===== src/rtl/serializer_pkg.sv =====
// Shared types and helpers for the parametrised serializer: FSM state encodings
// and the bit-counter width function.
package serializer_pkg;

    typedef enum logic [1:0] {
        ST_IDLE = 2'b00,
        ST_WAIT = 2'b01,
        ST_SEND = 2'b10,
        ST_DONE = 2'b11
    } state_t;

    function automatic int cnt_width(input int w);
        return $clog2(w + 1);
    endfunction

endpackage


===== src/rtl/param_serializer_ss_edge_detect.sv =====
// Registers slave-select and flags its falling and rising edges; the register
// resets high so a select already low at reset release never looks like a fall.
module ss_edge_detect (
    input  logic clock,
    input  logic reset,
    input  logic ss_i,
    output logic fall_o,
    output logic rise_o
);

    logic ss_q;

    // Previous-cycle copy of slave select
    always_ff @(posedge clock) begin
        if (reset) begin
            ss_q <= 1'b1;
        end else begin
            ss_q <= ss_i;
        end
    end

    assign fall_o = ss_q & ~ss_i;
    assign rise_o = ~ss_q & ss_i;

endmodule


===== src/rtl/param_serializer.sv =====
// N-to-1 serial transmitter: accepts a word on valid/ready, waits for a falling
// ss edge, then shifts it out. Define SERIALIZER_PARITY_EN to append an even-parity bit.
module param_serializer
    import serializer_pkg::*;
#(
    parameter int   WIDTH      = 16,
    parameter int   MSB_FIRST  = 1,
    parameter logic IDLE_LEVEL = 1'b0,
    localparam int  CW         = cnt_width(WIDTH)
) (
    input  logic             clock,
    input  logic             reset,
    input  logic [WIDTH-1:0] data_input,
    input  logic             data_valid,
    output logic             data_ready,
    input  logic             ss,
    output logic             data_output,
    output logic             busy,
    output logic             data_sent,
    output logic             aborted,
    output logic [1:0]       state_q,
    output logic [CW-1:0]    bit_count
);

`ifdef SERIALIZER_PARITY_EN
    localparam logic [CW-1:0] LAST_CNT = CW'(WIDTH);
`else
    localparam logic [CW-1:0] LAST_CNT = CW'(WIDTH - 1);
`endif

    state_t           st_q, st_d;
    logic [WIDTH-1:0] shift_q, shift_d, shifted_s;
    logic [CW-1:0]    cnt_q, cnt_d;
    logic             sent_q, sent_d;
    logic             abort_q, abort_d;
    logic             bit_s;
    logic             fall_s, rise_s;
`ifdef SERIALIZER_PARITY_EN
    logic             par_q, par_d;
`endif

    ss_edge_detect u_ss_edge (
        .clock  (clock),
        .reset  (reset),
        .ss_i   (ss),
        .fall_o (fall_s),
        .rise_o (rise_s)
    );

    // Shift toward the output end with zero fill, and pick the outgoing bit
    always_comb begin
        shifted_s = shift_q;
        bit_s     = 1'b0;
        if (MSB_FIRST != 0) begin
            shifted_s = {shift_q[WIDTH-2:0], 1'b0};
            bit_s     = shift_q[WIDTH-1];
        end else begin
            shifted_s = {1'b0, shift_q[WIDTH-1:1]};
            bit_s     = shift_q[0];
        end
    end

    // Serial line: idle level outside SEND, parity bit on the extra final cycle
    always_comb begin
        data_output = IDLE_LEVEL;
        if (st_q == ST_SEND) begin
`ifdef SERIALIZER_PARITY_EN
            if (cnt_q == LAST_CNT) begin
                data_output = par_q;
            end else begin
                data_output = bit_s;
            end
`else
            data_output = bit_s;
`endif
        end else begin
            data_output = IDLE_LEVEL;
        end
    end

    // Next-state logic; an ss rise during SEND overrides completion
    always_comb begin
        st_d    = st_q;
        shift_d = shift_q;
        cnt_d   = cnt_q;
        sent_d  = 1'b0;
        abort_d = 1'b0;
`ifdef SERIALIZER_PARITY_EN
        par_d   = par_q;
`endif
        case (st_q)
            ST_IDLE: begin
                if (data_valid) begin
                    shift_d = data_input;
`ifdef SERIALIZER_PARITY_EN
                    par_d   = ^data_input;
`endif
                    st_d    = ST_WAIT;
                end else begin
                    st_d    = ST_IDLE;
                end
            end
            ST_WAIT: begin
                if (fall_s) begin
                    cnt_d = {CW{1'b0}};
                    st_d  = ST_SEND;
                end else begin
                    st_d  = ST_WAIT;
                end
            end
            ST_SEND: begin
                if (rise_s) begin
                    st_d    = ST_IDLE;
                    abort_d = 1'b1;
                    shift_d = {WIDTH{1'b0}};
                end else begin
                    shift_d = shifted_s;
                    cnt_d   = cnt_q + CW'(1);
                    if (cnt_q == LAST_CNT) begin
                        st_d   = ST_DONE;
                        sent_d = 1'b1;
                    end else begin
                        st_d   = ST_SEND;
                    end
                end
            end
            ST_DONE: begin
                st_d = ST_IDLE;
            end
            default: begin
                st_d = ST_IDLE;
            end
        endcase
    end

    // State, datapath and pulse registers
    always_ff @(posedge clock) begin
        if (reset) begin
            st_q    <= ST_IDLE;
            shift_q <= {WIDTH{1'b0}};
            cnt_q   <= {CW{1'b0}};
            sent_q  <= 1'b0;
            abort_q <= 1'b0;
`ifdef SERIALIZER_PARITY_EN
            par_q   <= 1'b0;
`endif
        end else begin
            st_q    <= st_d;
            shift_q <= shift_d;
            cnt_q   <= cnt_d;
            sent_q  <= sent_d;
            abort_q <= abort_d;
`ifdef SERIALIZER_PARITY_EN
            par_q   <= par_d;
`endif
        end
    end

    assign data_ready = (st_q == ST_IDLE);
    assign busy       = (st_q != ST_IDLE);
    assign data_sent  = sent_q;
    assign aborted    = abort_q;
    assign state_q    = st_q;
    assign bit_count  = cnt_q;

endmodule


===== config.mk =====
export PLATFORM = sky130hd
export DESIGN_NAME = param_serializer
export DESIGN_NICKNAME = d
export VERILOG_FILES = /design/src/rtl/serializer_pkg.sv /design/src/rtl/param_serializer_ss_edge_detect.sv /design/src/rtl/param_serializer.sv
export SDC_FILE = /design/constraint.sdc
export NUM_CORES = 1
export LEC_CHECK = 0
export CAP_MARGIN = 20
export CELL_PAD_IN_SITES_DETAIL_PLACEMENT = 0
export CELL_PAD_IN_SITES_GLOBAL_PLACEMENT = 1
export CORE_ASPECT_RATIO = 1.1
export CORE_MARGIN = 2
export CORE_UTILIZATION = 35
export DETAILED_ROUTE_END_ITERATION = 8
export PLACE_DENSITY_LB_ADDON = 0.1
export SYNTH_ARGS = -nofsm -noshare
export SYNTH_HDL_FRONTEND = slang
export SYNTH_SLANG_ARGS = --single-unit

===== constraint.sdc =====
create_clock -name clock -period 1.8 [get_ports clock]
set_clock_uncertainty 0.1 [all_clocks]
set_input_delay 0.36 -clock clock [delete_from_list [all_inputs] [get_ports clock]]
set_output_delay 0.36 -clock clock [all_outputs]
set_load 0.05 [all_outputs]

; ---- Word-level counts from Yosys, hierarchy flattened
; Index checks and enable logic that the tools add are counted.
[classes]
n_addsub = 1
n_eq_ne = 7
muxes = 14
bitwise_logic = 5
n_reduce_logical = 8
[ops]
columns = cell, count
row1 = $mux 16, 2
row2 = $pmux 16 s2, 1
row3 = $mux 5, 2
row4 = $pmux 5 s2, 1
row5 = $pmux 2 s4, 1
row6 = $ne 2x2->1 const B, 3
row7 = $reduce_bool 2->1, 3
row8 = $add 5x1->5 const B, 1
row9 = $eq 5x4->1 const B, 1
row10 = $mux 1, 5
row11 = $eq 2x2->1 const B, 2
row12 = $mux 2, 2
row13 = $not 1->1, 3
row14 = $reduce_and 3->1, 1
row15 = $reduce_or 3->1, 1
row16 = $and 1x1->1, 2
row17 = $eq 2x1->1 const B, 1
row18 = $logic_not 2->1, 1
row19 = $reduce_and 2->1, 1
row20 = $reduce_or 2->1, 1
[word_totals]
register_bits = 26
inputBits = 20
out_inout_bits = 12
word_cells = 41

; ---- Logic depth before layout (Yosys ltp)
[depth]
depth_word = 4
mapped_depth = 6

; ---- Cells and area by module
; A second synthesis with hierarchy kept.
[unflattened]
hier_cells = 145
area_unflattened_um2 = 1302.5
[by_module_without_submodules]
columns = module, instances, cells_per_inst, area_per_inst_um2, seq_area_each_um2
row1 = param_serializer, 1, 141, 1262.5, 500.5
row2 = ss_edge_detect, 1, 4, 40.0, 20.0

; ---- Worst setup path before layout
; Ideal clock, no wire load.
[synth_timing]
path_kind = reg-to-output
from = register st_q[1], in the netlist state_q[1]
to = output busy
arrival_ns = 1.936
required_time_ns = 1.340
slack_ns = -0.596
path_stages_with_launch = 4
n_path_buf = 1
cell_sequence = dfxtp_1 buf_4 nor2_1 inv_1
[synth_between]
elab_chain_len = 1
[synth_rtl]
columns = element, line
row1 = "start, declared", param_serializer.sv:31  ; state_t st_q, st_d;
row2 = "start signal, assigned", param_serializer.sv:148  ; st_q <= st_d;
row3 = $reduce_bool 2->1, param_serializer.sv:160  ; assign busy = (st_q != ST_IDLE);
row4 = "end, declared", param_serializer.sv:18  ; output logic busy,
; Every way passes these cells.

; ---- Worst setup path after layout
; Same ends and word-level chain as after synthesis.

==> flow_metrics.env <==
export IMPL_status="complete, no violations"
export IMPL_initial_core_util_pct=37.1
export IMPL_ys_seq_area_share_pct=41.4
export IMPL_insertion_delay_ps=320
export IMPL_arrival_ps=1240
export IMPL_setup_viol=0
export IMPL_wirelength_um=3050
export IMPL_drv_slew=0
export IMPL_cts_max_path_buffers=2
export IMPL_drt_initial_drc_count=53
export IMPL_ys_ff_latch=26
export IMPL_power_leakage_nw=0.673
export IMPL_final_cells=231
export IMPL_p_per_area_nw_per_um2=641
export IMPL_placedCellCount=226
export IMPL_clockRootBuffer="clkbuf_4"
export IMPL_hp_class="flop to flop"
export IMPL_start_kind="flop"
export IMPL_n_antenna_cell=0
export IMPL_max_stage_delay_ps=370
export IMPL_cp_max_fo=7
export IMPL_fin_crit_ps=1700
export IMPL_ys_flop_type="dfxtp_1"
export IMPL_cts_hold_buf=0
export IMPL_hold_viol_final=0
export IMPL_h_tree_depth=1
export IMPL_cts_sinks=26
export IMPL_grt_max_degree=32
export IMPL_cp_required_ps=1340
export IMPL_portBuffers=31
export IMPL_gp_congestion=0.750
export IMPL_synth_area_um2=1260
export IMPL_synth_edff_count=0
export IMPL_yosys_warnings=0
export IMPL_syn_nets=170
export IMPL_grt_pass1_vias=1142
export IMPL_routedWlPerCell_um=13.2
export IMPL_path_clk_slew_ps=130
export IMPL_pin_count=32
export IMPL_core_area_um2=3390
export IMPL_crit_chain="buf_12 -> nor2_4 -> inv_1 -> buf_12"
export IMPL_cts_buffers=3
export IMPL_drc=0
export IMPL_dr_total_vias=1209
export IMPL_tightest_slew_ps=317
export IMPL_crit_top_cell="buf_12"
export IMPL_maxCapViolCount=0
export IMPL_dp_hpwl_um=2220
export IMPL_rsz0062_at_grt="false"
export IMPL_grt_pass1_wl_um=5030
export IMPL_postRouteAntennaNets=0
export IMPL_cts_tree="yes"
export IMPL_fin_ws_ps=99.8
export IMPL_syn_to_final_growth_pct=40.5
export IMPL_drive_gt1_share_pct=22.4
export IMPL_final_nets=207
export IMPL_dpl_instance_area_um2=1700
export IMPL_fmax_mhz=588
export IMPL_holdWs_ps=383
export IMPL_gr_usage_all_layers_pct=16.3
export IMPL_final_common_cell="dfxtp_1"
export IMPL_peakVddDrop_uv=260
export IMPL_placementRows=22
export IMPL_cp_end_kind="output port"
export IMPL_syn_area_per_cell_um2=8.49
export IMPL_via_per_inst=5.23
export IMPL_antenna_found_initial=0
export IMPL_die_x_um=61.1
export IMPL_dr_pass1_iters=5
export IMPL_dp_worst_setup_slack_ps=-128
export IMPL_cpMaxStageDelayCell="dfxtp_4"
export IMPL_postSynthCellCount=148
export IMPL_synth_cell_types=34
export IMPL_fin_crit_sh_pct=94.5
export IMPL_overflow=0
export IMPL_post_route_cell_area_um2=1770
export IMPL_relSlewSlack_pct=78.3
export IMPL_critPathKind="flop to output port"
export IMPL_fp_dieH_um=66.8
export IMPL_mostFrequentLayoutCells="dfxtp_1 (22), buf_4 (20), clkdlybuf4s50_1 (19)"
export IMPL_die_area_um2=4080
export IMPL_async_flop_share_pct=0
export IMPL_p_total_w=0.00113
==> cell usage after synthesis (2+ instances only) <==
| library cell | count | area share [%] |
|---|---|---|
| dfxtp_1 | 26 | 41 |
| nand3_1 | 17 | 6.8 |
| a311oi_1 | 16 | 11 |
| nand2_1 | 16 | 4.8 |
| nor2_1 | 16 | 4.8 |
| buf_4 | 6 | 3.6 |
| buf_2 | 4 | 1.6 |
| clkbuf_1 | 4 | 1.2 |
| a21oi_1 | 3 | 1.2 |
| inv_1 | 3 | 0.90 |
| nand2b_1 | 3 | 1.5 |
| nand3b_1 | 3 | 1.8 |
| nor3_1 | 3 | 1.2 |
| or3_1 | 3 | 1.5 |
| a31oi_1 | 2 | 1.0 |
| ha_1 | 2 | 2.0 |
| mux2i_1 | 2 | 1.6 |
| nand4_1 | 2 | 1.0 |
| nor2b_1 | 2 | 1.0 |
==> sequential cells by signal, summed over array words and instances, names as in the netlist <==
name,count
shift_q,16
data_sent,1
bit_count,5
state_q,2
aborted,1
u_ss_edge.ss_q,1
==> timing repair <==
| action | 4_1_cts | 5_1_grt |
|---|---|---|
| gates resized for setup | 1 | 0 |
| buffers inserted | 0 | 2 |
| hold endpoints to repair | 0 | 0 |
| setup endpoints to repair | 1 | 1 |
==> metal layers <==
metal,track usage (%),vias up,share of wire [%]
li1,-,608,-
met1,20.3,578,44
met2,27.9,19,50
met3,2.33,4,4.0
met4,5.71,0,1.1
met5,0,-,0
==> critical path: cells and delay by family (launching register included) <==
family	cells	cell delay, ps
flops	1	370
buf+inv	3	370
simple gates	1	170
==> final cells by class <==
class	instances	area [um^2]
clock buffer	3	22.5
fill	336	1620
inverter	3	11.3
multi-input combinational	104	643
sequential	26	528
tap	48	60.1
timing repair buffer	47	500
==> kinds of logic (layout without fill, tap and decap cells) <==
kind of cell | after synthesis | in the layout | synth area share (%)
buffers and inverters | 18 | 53 | 8.17
and+or+nand+nor | 72 | 72 | 29.1
DFF | 26 | 26 | 41.4
muxes | 2 | 2 | 1.59
AOI/OAI and AO/OA | 28 | 28 | 17.7
adders and majority gates | 2 | 2 | 1.99
==> final timing paths <==
kind,depth (start not counted),slack (ps),start,to
min reg2reg,2,380,shift_q[0]$_SDFFE_PP0P_,shift_q[0]$_SDFFE_PP0P_
max reg2reg,5,190,state_q[1]$_SDFF_PP0_,bit_count[2]$_SDFFE_PP0P_
max,4,100,state_q[1]$_SDFF_PP0_,busy
min,2,380,shift_q[0]$_SDFFE_PP0P_,shift_q[0]$_SDFFE_PP0P_
==> report_power, final <==
group | internal [W] | switching [W]
clock | 0.0000785 | 0.000166
sequential | 0.000612 | 0.0000267
combinational | 0.000132 | 0.000116
==> per-stage QoR <==
stage	util (%)	TNS [ps]
2_1_floorplan	-	0
3_3_place_gp	50.2	-151
3_5_place_dp	50.2	-351
4_1_cts	51.0	0
5_1_grt	52.1	0
6_report	52.1	0
Power figures use the tool's default switching activity.
